## src/rtl/config_serial_loader.sv

```systemverilog
// Serial-to-parallel configuration loader: deserialises address+data frames into a one-hot
// load strobe and shared data bus for the config-cell bank. Optional macro: CFG_PARITY_EN.
module config_serial_loader #(
  parameter int unsigned ADDR_WIDTH = 4,
  parameter int unsigned NCELLS     = 12
) (
  input  logic              i_clk,
  input  logic              i_rstn,
  input  logic              i_frame_start,
  input  logic              i_sdi,
  input  logic              i_sdi_valid,
  input  logic              i_err_clear,
  output logic [7:0]        o_dout,
  output logic [NCELLS-1:0] o_load,
  output logic              o_busy,
  output logic              o_err_addr,
  output logic              o_err_abort,
  output logic [7:0]        o_load_count
`ifdef CFG_PARITY_EN
  ,
  output logic              o_err_parity
`endif
);

`ifdef CFG_PARITY_EN
  localparam int unsigned ParBits = 1;
`else
  localparam int unsigned ParBits = 0;
`endif
  localparam int unsigned FLen = ADDR_WIDTH + 8 + ParBits;
  localparam int unsigned CntW = $clog2(FLen + 1);
  localparam logic [ADDR_WIDTH:0] NCellsW = (ADDR_WIDTH + 1)'(NCELLS);

  typedef enum logic [1:0] {StIdle, StShift, StLoad} state_e;

  state_e              r_state, w_state_next;
  logic [FLen-2:0]     r_shift, w_shift_next;
  logic [CntW-1:0]     r_bit_cnt, w_bit_cnt_next;
  logic [7:0]          r_dout;
  logic [NCELLS-1:0]   r_load;
  logic [7:0]          r_load_count;
  logic                r_err_addr;
  logic                r_err_abort;

  logic [FLen-1:0]       w_frame;
  logic [ADDR_WIDTH-1:0] w_addr;
  logic [7:0]            w_data;
  logic                  w_last_bit;
  logic                  w_addr_ok;
  logic                  w_par_ok;
  logic                  w_do_load;
  logic                  w_set_addr;
  logic                  w_set_abort;
  logic [NCELLS-1:0]     w_onehot;

  // The final bit is decoded straight off the input so the strobe lands one cycle later.
  assign w_frame     = {r_shift, i_sdi};
  assign w_addr      = w_frame[FLen-1 -: ADDR_WIDTH];
  assign w_data      = w_frame[ParBits +: 8];
  assign w_last_bit  = (r_state == StShift) && !i_frame_start && i_sdi_valid &&
                       (r_bit_cnt == CntW'(FLen - 1));
  assign w_addr_ok   = ({1'b0, w_addr} < NCellsW);
`ifdef CFG_PARITY_EN
  assign w_par_ok    = ~(^w_frame);
`else
  assign w_par_ok    = 1'b1;
`endif
  assign w_do_load   = w_last_bit && w_addr_ok && w_par_ok;
  assign w_set_addr  = w_last_bit && !w_addr_ok;
  assign w_set_abort = (r_state == StShift) && i_frame_start;

  always_comb begin
    w_onehot = '0;
    for (int i = 0; i < int'(NCELLS); i++) begin
      w_onehot[i] = (w_addr == ADDR_WIDTH'(i));
    end
  end

  always_comb begin
    w_state_next   = r_state;
    w_shift_next   = r_shift;
    w_bit_cnt_next = r_bit_cnt;
    unique case (r_state)
      StIdle: begin
        if (i_frame_start) begin
          w_state_next   = StShift;
          w_shift_next   = '0;
          w_bit_cnt_next = '0;
        end
      end
      StShift: begin
        if (i_frame_start) begin
          w_shift_next   = '0;
          w_bit_cnt_next = '0;
        end else if (i_sdi_valid) begin
          if (w_last_bit) begin
            w_state_next   = StLoad;
            w_shift_next   = '0;
            w_bit_cnt_next = '0;
          end else begin
            w_shift_next   = {r_shift[FLen-3:0], i_sdi};
            w_bit_cnt_next = r_bit_cnt + CntW'(1);
          end
        end
      end
      StLoad: begin
        w_state_next = i_frame_start ? StShift : StIdle;
        w_shift_next   = '0;
        w_bit_cnt_next = '0;
      end
      default: begin
        w_state_next   = StIdle;
        w_shift_next   = '0;
        w_bit_cnt_next = '0;
      end
    endcase
  end

  always_ff @(posedge i_clk or negedge i_rstn) begin
    if (!i_rstn) begin
      r_state   <= StIdle;
      r_shift   <= '0;
      r_bit_cnt <= '0;
    end else begin
      r_state   <= w_state_next;
      r_shift   <= w_shift_next;
      r_bit_cnt <= w_bit_cnt_next;
    end
  end

  always_ff @(posedge i_clk or negedge i_rstn) begin
    if (!i_rstn) begin
      r_dout       <= '0;
      r_load       <= '0;
      r_load_count <= '0;
    end else begin
      r_load <= w_do_load ? w_onehot : '0;
      if (w_do_load) begin
        r_dout       <= w_data;
        r_load_count <= r_load_count + 8'd1;
      end
    end
  end

  // Sticky flags: a set event in the same cycle overrides the clear.
  always_ff @(posedge i_clk or negedge i_rstn) begin
    if (!i_rstn) begin
      r_err_addr  <= 1'b0;
      r_err_abort <= 1'b0;
    end else begin
      if (w_set_addr)       r_err_addr <= 1'b1;
      else if (i_err_clear) r_err_addr <= 1'b0;
      if (w_set_abort)      r_err_abort <= 1'b1;
      else if (i_err_clear) r_err_abort <= 1'b0;
    end
  end

`ifdef CFG_PARITY_EN
  logic r_err_parity;

  always_ff @(posedge i_clk or negedge i_rstn) begin
    if (!i_rstn) begin
      r_err_parity <= 1'b0;
    end else if (w_last_bit && !w_par_ok) begin
      r_err_parity <= 1'b1;
    end else if (i_err_clear) begin
      r_err_parity <= 1'b0;
    end
  end

  assign o_err_parity = r_err_parity;
`endif

  assign o_dout       = r_dout;
  assign o_load       = r_load;
  assign o_busy       = (r_state != StIdle);
  assign o_err_addr   = r_err_addr;
  assign o_err_abort  = r_err_abort;
  assign o_load_count = r_load_count;

endmodule

```

## config.mk

```make
export PLATFORM = sky130hd
export DESIGN_NAME = config_serial_loader
export DESIGN_NICKNAME = d
export VERILOG_FILES = /design/src/rtl/config_serial_loader.sv
export SDC_FILE = /design/constraint.sdc
export NUM_CORES = 1
export LEC_CHECK = 0
export ABC_AREA = 0
export BUFFER_PORTS_ARGS = -buffer_cell sky130_fd_sc_hd__buf_2
export CELL_PAD_IN_SITES_DETAIL_PLACEMENT = 0
export CELL_PAD_IN_SITES_GLOBAL_PLACEMENT = 1
export CORE_ASPECT_RATIO = 2
export CORE_MARGIN = 4
export CORE_UTILIZATION = 38
export DETAILED_ROUTE_END_ITERATION = 10
export GPL_ROUTABILITY_DRIVEN = 0
export GPL_TIMING_DRIVEN = 1
export PLACE_DENSITY_LB_ADDON = 0.12
export SYNTH_ARGS = -nofsm -noshare
export SYNTH_HDL_FRONTEND = slang
export SYNTH_SLANG_ARGS = --single-unit
export TNS_END_PERCENT = 30
```

## constraint.sdc

```tcl
create_clock -name i_clk -period 1.5 [get_ports i_clk]
set_clock_uncertainty 0.1 [all_clocks]
set_input_delay 0.075 -clock i_clk [delete_from_list [all_inputs] [get_ports i_clk]]
set_output_delay 0.075 -clock i_clk [all_outputs]
set_load 0.05 [all_outputs]
```

# Word-level counts from Yosys, hierarchy flattened
# Cells that the tools add are included.
# Widths: inputs -> output; s select.
# word_totals
latch_bits	0
romBits	0
out_inout_bits	31
register_bits	47
ram_bits	0
mem_count	0
in_bits	6
# classes
div	0
magnitude_cmp	1
muxes	20
n_bitwise	0
n_reduce_logical	15
n_eq_ne	19
n_addsub	2
n_shift	0
multipliers	0
# op_table
cell	count
$mux 11	4
$pmux 11 s2	1
$eq 4x4->1 const B	5
$eq 4x3->1 const B	4
$mux 4	4
$mux 12	1
$add 8x1->8 const B	1
$eq 4x2->1 const B	2
$mux 2	4
$ne 2x2->1 const B	4
$pmux 4 s2	1
$logic_and 1x1->1	6
$pmux 2 s3	1
$reduce_bool 2->1	3
$add 4x1->4 const B	1
$eq 4x1->1 const B	1
$logic_not 4->1	1
$lt 4x4->1 const B	1
$mux 1	4
$reduce_and 4->1	1
$ne 3x3->1 const B	1
$eq 2x1->1 const B	1
$eq 2x2->1 const B	1
$logic_not 1->1	2
2 further kinds	2

# Depth between registers and ports, before layout
# Gate-level depths: netlist (run 1).
# logic_depth
ltp_word	8
mapped_depth	6
mapped_depth_nobuf	5

# Least setup slack after synthesis (run 1)
# No wires, ideal clock.
# synth_timing
path_type	register -> register
start	register r_bit_cnt[0]
end	register r_load_count[3], in the netlist o_load_count[3]
arrival_ns	1.321
t_required_ns	1.257
synth_period_minus_slack_ns	1.564
stages_incl_launch_ff	7
setup_slack_ns	-0.064
n_path_buf	1
cell_sequence	dfrtp_1 -> ha_1 -> and4b_1 -> and3_1 -> buf_4 -> nand2_1 -> xnor2_1
# synth_between
elab_chain_len	3
# synth_rtl
element	line	text
from (decl)	38	logic [CntW-1:0] r_bit_cnt, w_bit_cnt_next;
from (signal assigned)	127	r_bit_cnt <= w_bit_cnt_next;
$eq 4x4->1	61	(r_bit_cnt == CntW'(FLen - 1));
$logic_and 1x1->1	60	assign w_last_bit = (r_state == StShift) && !i_frame_start && i_sdi_valid &&
$logic_and 1x1->1	68	assign w_do_load = w_last_bit && w_addr_ok && w_par_ok;
to (signal assigned)	140	r_load_count <= r_load_count + 8'd1;
to (decl)	41	logic [7:0] r_load_count;
# No other way between the ends.
# A chain may end at the register's enable or synchronous reset.

# Worst setup path after layout (run 1)
# layout_timing
start	register r_bit_cnt[0]
end	register r_load_count[4], in the netlist o_load_count[4]
# Same word-level chain as after synthesis.

==> flow_summary.yaml, run 1 <==
layout:
  n_antenna_cell: 0
  drive_above_1_share_pct: 37.78
  ff_latch_area_um2: 1179
  syn2layout_area_growth_pct: 31.82
  final_cell_mix: "45 x dfrtp_1, 39 x nand2_1, 35 x buf_2, 17 x buf_4, 12 x nor2_1"
  nFillCells: 471
  multiInputGateArea_um2: 748.2
  num-nets-final: 232
  final_common_cell: "dfrtp_1"
  utilization_pct: 51.36
placed_design:
  port_buffers: 36
  dpl.hpwl_um: 3107
critical_path:
  reg2reg_from: "r_bit_cnt[0]"
  critPathCaptureType: "register"
  path_delay_family: "simple AND/OR/NAND/NOR gates"
  cp_data_required_time_ps: 1590
  cp_num_buf_inv: 0
  worstPathArrival_ps: 1620
  cpMaxStageDelayCell: "dfrtp_1"
  worstReg2RegEnd: "o_load_count[4]"
  reg2reg_slack_ps: -30
  critPathMaxFanout: 5
  critPathLaunchType: "register"
  path_cells: "ha_4 -> and4b_2 -> and3_4 -> nand4_1 -> xnor2_1"
  critPathMaxStageDelay_ps: 400
  path_class: "reg -> reg"
  rr_worst_depth: 5
logic_synthesis:
  ys_top_cells_by_area: "dfrtp_1 62%, nand2_1 7.7%, a22o_1 5.1%"
  ys_ff_latch: 47
  synth_top_area_cell: "dfrtp_1"
  synthXorXnorAreaFrac_pct: 3.234
  synth-adder-area-share_pct: 1.320
  yosysSeqAreaShare_pct: 62.05
  synth_top_family_by_area: "simple AND/OR/NAND/NOR gates"
  syn-num-nets: 168
  syn_inst: 160
  ys_types: 33
  synth-simple-area-share_pct: 23.37
  yosys_warnings: 0
  synth.area.mux_share_pct: 0.5941
  syn_area_per_cell_um2: 11.85
  synth_compound_area_share_pct: 7.855
  synth_area_um2: 1896
  synth_top_area_share_pct: 62.05
die:
  start_util_pct: 38.97
  core_area_um2: 4865
  num_rows: 36
  die_area_um2: 6251
  die_w_um: 57.94
  fp.dieH_um: 107.9
  pin_count: 37
drt:
  avgRoutedWirePerCell_um: 14.46
  drt_iter0_markers: 30
  drcViolationCount: 0
  dr.pass1.iters: 3
  via_per_inst: 5.007
  routed_wl_um: 4077
  drtAntennaViolNets: 0
  vias: 1412
global_routing:
  antenna_found_initial: 0
  grt_pass1_wl_um: 7086
  grt_max_degree: 20
  grt_remaining_overflow: 0
  track_usage_pct: 14.89
  grt_pass1_vias: 1525
worst_hold_path:
  min_path_type: "in -> async"
timing:
  fin_crit_ps: 1529
  rsz0062_at_grt: "yes"
  tightest_slew_ps: 419.4
  setup_slack_ps: -29.33
  max_freq_mhz: 653.9
  hold_viol: 0
  setup_violations: 6
  finalCritPeriodShare_pct: 102.0
  fin_tns_setup_ps: -43.30
  relSlewSlack_pct: 72.04
  slew_viol_final: 0
job:
  drv_cap: 0
cts:
  root_buffer: "clkbuf_8"
  cts.sink_count: 47
  clockBufferDepth: 2
  cts-htree-levels: 2
  insertion_delay_ps: 300
  cts_setup_buffers: 0
  cts_tree: "done"
  clk_pin_slew_worst_paths_ps: 90
  numCtsBuffers: 5
power:
  vdd_drop_max_mv: 0.7313
  leakage_nw: 1.448
  p_per_area_nw_per_um2: 875.3
run_status:
  violations: "setup timing"
  status: "finished with violations"
how the worst max path moves through the flow:
stage | start | end | slack, ps | cells past startpoint
detailed placement | r_bit_cnt[1] | o_load_count[6] | -90 | 5
global route | r_bit_cnt[0] | o_load_count[4] | -100 | 5
finish | r_bit_cnt[0] | o_load_count[4] | -30 | 5
CTS | r_bit_cnt[0] | o_dout[7] | -40 | 6
floorplan | r_bit_cnt[1] | o_load_count[3] | -10 | 6
global placement | r_bit_cnt[1] | o_load_count[7] | -60 | 5
metal layers:
layer / track usage [%] / share of wire (%) / up-vias
met4: 7.131 / 2.9 / 0
met3: 3.481 / 3.9 / 10
met5: 0 / 0 / -
met2: 26.86 / 57 / 30
li1: - / - / 675
met1: 15.63 / 36 / 697
where the power goes:
group / internal (mW) / switching, mW
Combinational: 0.0515 / 0.0714
Sequential: 1.28 / 0.00943
Clock: 0.372 / 0.406
Total: 1.70 / 0.487
cells by family after synthesis:
| group | count (synthesis) |
|---|---|
| xor+xnor | 7 |
| mux | 1 |
| simple gates | 79 |
| buf+inv | 6 |
| flops | 47 |
| compound gates | 18 |
| fa+ha+maj | 2 |
layout make-up:
| cell class | instances | area share [%] |
|---|---|---|
| Timing Repair Buffer | 61 | 16.07 |
| Clock buffer | 7 | 3.455 |
| Tap cell | 57 | 2.854 |
| Inverter | 2 | 0.3005 |
| Sequential cell | 47 | 47.17 |
| Multi-Input combinational cell | 107 | 29.94 |
| Clock inverter | 1 | 0.2003 |
synth_stat cells:
cell / instances
a211oi_2: 1
a21oi_1: 2
a22o_1: 11
a31oi_1: 1
a32o_1: 1
and3_1: 3
and4b_1: 1
buf_2: 3
buf_4: 1
dfrtp_1: 47
ha_1: 2
inv_1: 2
mux2_2: 1
nand2_1: 39
nand2_2: 1
nand2b_1: 2
nand3_1: 4
nand3b_4: 2
nand4_1: 2
nand4b_4: 1
nor2_1: 13
nor2_8: 1
nor3_1: 2
nor3_2: 3
nor3b_1: 1
nor3b_2: 1
nor4_1: 1
o21ai_0: 1
o2bb2ai_1: 1
or2_2: 1
or3b_4: 1
xnor2_1: 4
xor2_1: 3
state kept, by name, indices dropped and copies added, names as in the netlist:
| signal | flops |
|---|---|
| o_load | 12 |
| r_shift | 11 |
| o_dout | 8 |
| o_load_count | 8 |
| r_bit_cnt | 4 |
| r_state | 2 |
| o_err_abort | 1 |
| o_err_addr | 1 |
per-stage QoR:
step	instances	power [mW]	cell area [um2]	hold WS [ps]	worst slack [ps]
floorplan	160	1.354	1909	-320.6	-13.03
global placement	269	1.419	2288	-81.02	-58.55
detailed placement	269	1.425	2288	-60.59	-90.16
CTS	282	2.218	2467	143.0	-40.06
global route	282	2.287	2499	156.9	-95.73
finish	282	2.187	2499	128.7	-29.33
timing repair:
| item | CTS | global route |
|---|---|---|
| pin swaps | 4 | 8 |
| hold buffers | 5 | 0 |
| gates cloned | 0 | 0 |
| hold endpoints to repair | 22 | 0 |
| endpoints found under the setup margin | 24 | 44 |
| gates resized for setup | 11 | 7 |
Note: power is estimated with default switching activity, not from simulation.
==> run 2, diff against run 1 <==
MAX_ROUTING_LAYER = met4   (was default)
==> run 2 against run 1 <==
  * Hold slack gained 0.71 ps
  * The flow still finishes with violations (setup timing)
  * Final cell count is the same
  * Largest power group unchanged
  * Largest cell class unchanged
  * First-iteration DRC count is 6.7% higher
  * Critical path depth did not move
  * Design area did not move
==> flow_summary.yaml, run 2 (synthesized netlist as in run 1, its figures left out) <==
run_status:
  status: "finished with violations"
  violations: "setup timing"
die:
  die_w_um: 57.94
  start_util_pct: 38.97
  core_area_um2: 4865
  pin_count: 37
  num_rows: 36
  fp.dieH_um: 107.9
  die_area_um2: 6251
global_routing:
  grt_pass1_vias: 1521
  track_usage_pct: 15.31
  grt_pass1_wl_um: 7079
  use_met3_pct: 3.481
  grt_remaining_overflow: 0
  gr-usage-met1_pct: 15.56
  antenna_found_initial: 0
  grt_max_degree: 20
  grtUsageMet2_pct: 27.02
  busiest_layer: "met2"
layout:
  final_cell_mix: "45 x dfrtp_1, 39 x nand2_1, 35 x buf_2, 17 x buf_4, 12 x nor2_1"
  finalNonFillerCells: 282
  utilization_pct: 51.36
  largest_register_ffs: 12
  syn2layout_area_growth_pct: 31.82
  nFillCells: 471
  n_antenna_cell: 0
  final_common_cell: "dfrtp_1"
  num-nets-final: 232
  drive_above_1_share_pct: 37.78
drt:
  via_per_inst: 5.032
  avgRoutedWirePerCell_um: 14.42
  dr.pass1.iters: 3
  vias: 1419
  drt_iter0_markers: 32
  drcViolationCount: 0
  drtAntennaViolNets: 0
  routed_wl_um: 4066
job:
  drv_cap: 0
cts:
  clockBufferDepth: 2
  cts_tree: "done"
  clk_pin_slew_worst_paths_ps: 90
  insertion_delay_ps: 300
  cts.sink_count: 47
  root_buffer: "clkbuf_8"
  numCtsBuffers: 5
  cts-htree-levels: 2
  cts_setup_buffers: 0
critical_path:
  path_class: "reg -> reg"
  reg2reg_slack_ps: -30
  cpMaxStageDelayCell: "dfrtp_1"
  critPathLaunchType: "register"
  worstReg2RegEnd: "o_load_count[4]"
  cp_data_required_time_ps: 1590
  path_cells: "ha_4 -> and4b_2 -> and3_4 -> nand4_1 -> xnor2_1"
  critPathCaptureType: "register"
  reg2reg_from: "r_bit_cnt[0]"
  path_delay_family: "simple AND/OR/NAND/NOR gates"
  critPathMaxStageDelay_ps: 400
  rr_worst_depth: 5
  worstPathArrival_ps: 1620
  cp_num_buf_inv: 0
  critPathMaxFanout: 5
timing:
  tightest_slew_ps: 416.5
  slew_viol_final: 0
  setup_violations: 6
  rsz0062_at_grt: "yes"
  finalCritPeriodShare_pct: 102.2
  relSlewSlack_pct: 72.23
  setup_slack_ps: -32.47
  fin_crit_ps: 1532
  max_freq_mhz: 652.5
  hold_viol: 0
worst_hold_path:
  min_path_type: "in -> async"
power:
  leakage_nw: 1.448
  power.share.clock_pct: 35.5
  p_sw_mw: 0.4855
  p_per_area_nw_per_um2: 874.6
  p_comb_share_pct: 5.6
  sequentialPowerShare_pct: 58.8
  switching_share_pct: 22.22
  vdd_drop_max_mv: 0.7240
  p_int_mw: 1.700
placed_design:
  place_inst: 269
  dpl.hpwl_um: 3107
  port_buffers: 36
-- run 2: cell counts in the layout (fill, tap and decap cells not counted) --
No cell type changed its count.
-- run 2: how the worst max path moves through the flow --
stage | end | depth (start not counted) | slack [ps] | from
after floorplan | o_load_count[3] | 6 | -10 | r_bit_cnt[1]
after global placement | o_load_count[7] | 5 | -60 | r_bit_cnt[1]
after CTS | o_dout[7] | 6 | -40 | r_bit_cnt[0]
final | o_load_count[4] | 5 | -30 | r_bit_cnt[0]
after detailed placement | o_load_count[6] | 5 | -90 | r_bit_cnt[1]
after global routing | o_load_count[4] | 5 | -100 | r_bit_cnt[0]
-- run 2: power by group through the flow --
stage	combinational, mW	clock (mW)	sequential [mW]
after global placement	0.109	0	1.31
final	0.123	0.777	1.29
after global routing	0.137	0.862	1.29
after floorplan	0.0369	0	1.32
after CTS	0.125	0.808	1.29
after detailed placement	0.115	0	1.31
-- run 2: layer usage --
| metal | up-vias | wire length [um] |
|---|---|---|
| met1 | 704 | 1458 |
| met3 | 10 | 155 |
| met5 | - | 0 |
| met4 | 0 | 119 |
| met2 | 30 | 2333 |
| li1 | 675 | - |
-- run 2: final cells by class --
type,instances,area [um2],share of cell area (%)
flip-flops and latches,47,1179,47.17
multi-input cells,107,748.2,29.94
repair buffers,61,401.6,16.07
clock buffers,7,86.33,3.455
well taps,57,71.32,2.854
inverters,2,7.507,0.3005
clock inverters,1,5.005,0.2003
-- run 2: stage by stage --
stage                     hold slack (ps)  power, mW  setup TNS, ps  cell area, um2  setup WS, ps
after global routing                159.0      2.287          -1804            2499        -96.11
after global placement             -81.02      1.419         -310.4            2288        -58.55
after floorplan                    -320.6      1.354         -56.16            1909        -13.03
after CTS                           143.0      2.218         -396.7            2467        -40.06
after detailed placement           -60.59      1.425         -796.3            2288        -90.16
final                               129.5      2.185         -51.16            2499        -32.47
-- run 2: what timing repair did --
action                                  4_1_cts  5_1_grt
hold buffers                                  5        0
endpoints found under the setup margin       24       44
hold endpoints to repair                     22        0
resized for setup                            11        7
pin swaps                                     4        8
cloned                                        0        0
==> run 3, diff against run 2 <==
--- a/config.mk
+++ b/config.mk
@@ -12,5 +12,6 @@
 export CORE_ASPECT_RATIO = 2
 export CORE_MARGIN = 4
-export CORE_UTILIZATION = 38
+export CORE_UTILIZATION = 40
+export CTS_BUF_LIST = sky130_fd_sc_hd__clkbuf_4
 export DETAILED_ROUTE_END_ITERATION = 10
 export GPL_ROUTABILITY_DRIVEN = 0
==> constraint.sdc (replaced) <==
create_clock -name i_clk -period 1.5 [get_ports i_clk]
set_clock_uncertainty 0.1 [all_clocks]
set_input_delay 0.15 -clock i_clk [delete_from_list [all_inputs] [get_ports i_clk]]
set_output_delay 0.15 -clock i_clk [all_outputs]
set_load 0.05 [all_outputs]
==> run 3 against run 2 <==
  * The flow still finishes with violations (setup timing)
  * Combinational power rose by 11%
  * Count of clock-buffer cells in the layout fell by 1
  * Largest cell class unchanged
  * Wire length rose by 1.2%
  * Via count fell by 0.49%
  * Global-route usage fell by 0.056 points
  * Non-clock buffer count rose by 2
  * Core utilization rose by 4.4 points
  * Design area rose by 2.6%
  * Highest routed layer unchanged
  * Final cell count did not move
  * Hold slack got worse by 23 ps
  * Clock power rose by 21%
  * First-iteration DRC count fell by 34%
==> flow_summary.yaml, run 3 (synthesized netlist as in run 1, its figures left out) <==
drt:
  routed_wl_um: 4115
  routed-wl-met2_um: 2301
  vias: 1412
  routed.top_layer: "met4"
  wl_met1_um: 1582
  wl_met3_um: 168
  drcViolationCount: 0
  drtAntennaViolNets: 0
  via_per_inst: 5.007
  drt_iter0_markers: 21
  avgRoutedWirePerCell_um: 14.59
  dr.pass1.iters: 4
run_status:
  status: "finished with violations"
  violations: "setup timing"
cts:
  numCtsBuffers: 5
  clk_pin_slew_worst_paths_ps: 140
  root_buffer: "clkbuf_4"
  cts_tree: "done"
  cts-htree-levels: 2
  clockBufferDepth: 2
  cts.sink_count: 47
  insertion_delay_ps: 360
global_routing:
  grt_remaining_overflow: 0
  antenna_found_initial: 0
  grt_max_degree: 48
  grt_pass1_wl_um: 6969
  track_usage_pct: 15.26
  grt_pass1_vias: 1450
worst_hold_path:
  min_path_type: "in -> reg"
layout:
  syn2layout_area_growth_pct: 35.25
  drive_above_1_share_pct: 40.09
  largest_register_ffs: 12
  utilization_pct: 55.76
  nFillCells: 411
  num-nets-final: 234
  n_antenna_cell: 0
  finalNonFillerCells: 282
  final_cell_mix: "46 x dfrtp_1, 39 x nand2_1, 35 x buf_2, 17 x buf_4, 11 x a22o_1"
  final_common_cell: "dfrtp_1"
  design_area_um2: 2564
critical_path:
  path_cells: "buf_6 -> or3b_4 -> nor2_8 -> nand3b_4 -> nor2_1"
  critPathCaptureType: "register"
  path_delay_family: "simple AND/OR/NAND/NOR gates"
  critPathMaxFanout: 5
  critPathLaunchType: "register"
  path_class: "reg -> reg"
  cp_num_buf_inv: 1
  cpMaxStageDelayCell: "dfrtp_1"
  cp_data_required_time_ps: 1690
  worstPathArrival_ps: 1790
  critPathMaxStageDelay_ps: 460
placed_design:
  placed_area_um2: 2283
  place_inst: 265
  dpl.hpwl_um: 2816
  port_buffers: 36
timing:
  max_freq_mhz: 622.3
  tightest_slew_ps: 348.8
  holdWs_ps: 106.9
  hold_viol: 0
  setup_violations: 42
  relSlewSlack_pct: 76.75
  finalCritPeriodShare_pct: 107.1
  slew_viol_final: 0
  rsz0062_at_grt: "yes"
  fin_crit_ps: 1607
  setup_slack_ps: -106.9
die:
  start_util_pct: 41.22
  die_area_um2: 5971
  die_w_um: 56.68
  core_area_um2: 4598
  fp.dieH_um: 105.4
  num_rows: 35
  pin_count: 37
power:
  power.total_mw: 2.367
  vdd_drop_max_mv: 0.8160
  p_per_area_nw_per_um2: 923.1
  leakage_nw: 1.452
job:
  drv_cap: 0
[run 3: stage by stage]
step                      TNS [ps]  setup WS [ps]
after floorplan             -56.16         -13.03
after global placement       -1136         -76.55
after detailed placement     -1797         -136.7
after CTS                    -1959         -100.4
after global routing         -5044         -177.6
final                        -2516         -106.9
[run 3: metal layers]
layer	GRT usage, %	up-vias
met3	3.309	7
met1	17.15	701
met5	-	-
met2	26.32	30
met4	5.093	0
li1	-	674
[run 3: worst register-to-register path, delay by kind of cell (launching register included)]
family | cells | cell delay [ps]
buffers and inverters | 1 | 140
DFF | 1 | 460
and+or+nand+nor | 4 | 850
[run 3: what timing repair did]
item,4_1_cts,5_1_grt
endpoints found under the hold margin,52,0
pin swaps,19,2
setup buffers,4,1
setup endpoints to repair,39,44
gates resized for setup,15,9
hold buffers,4,0
cloned,1,0
[run 3: path summary, 6_finish.rpt]
path	startpoint	end	slack, ps	depth (start not counted)
min in group asynchronous	i_rstn	o_load_count[0]	180	3
hold / removal	i_frame_start	o_err_abort	110	4
setup / recovery	r_state[1]	o_load[10]	-110	5
hold reg to reg	o_load_count[7]	o_load_count[7]	380	1
max in group asynchronous	i_rstn	r_shift[8]	900	3
setup reg to reg	r_state[1]	o_load[10]	-110	5
[run 3: layout make-up]
| cell class | count | area (um2) | share of cell area [%] |
|---|---|---|---|
| flip-flops and latches | 47 | 1177 | 45.92 |
| multi-input cells | 107 | 770.7 | 30.06 |
| repair buffers | 63 | 434.2 | 16.94 |
| well taps | 55 | 68.82 | 2.684 |
| clock inverters | 2 | 60.06 | 2.343 |
| clock buffers | 6 | 45.04 | 1.757 |
| inverters | 2 | 7.507 | 0.2928 |
[run 3: report_power, final]
part / leakage [nW] / switching [mW] / internal [mW] / total (mW)
logic: 0.751 / 0.0737 / 0.0627 / 0.136
registers: 0.644 / 0.00968 / 1.28 / 1.29
clock network: 0.0559 / 0.405 / 0.538 / 0.943
total: 1.45 / 0.488 / 1.88 / 2.37
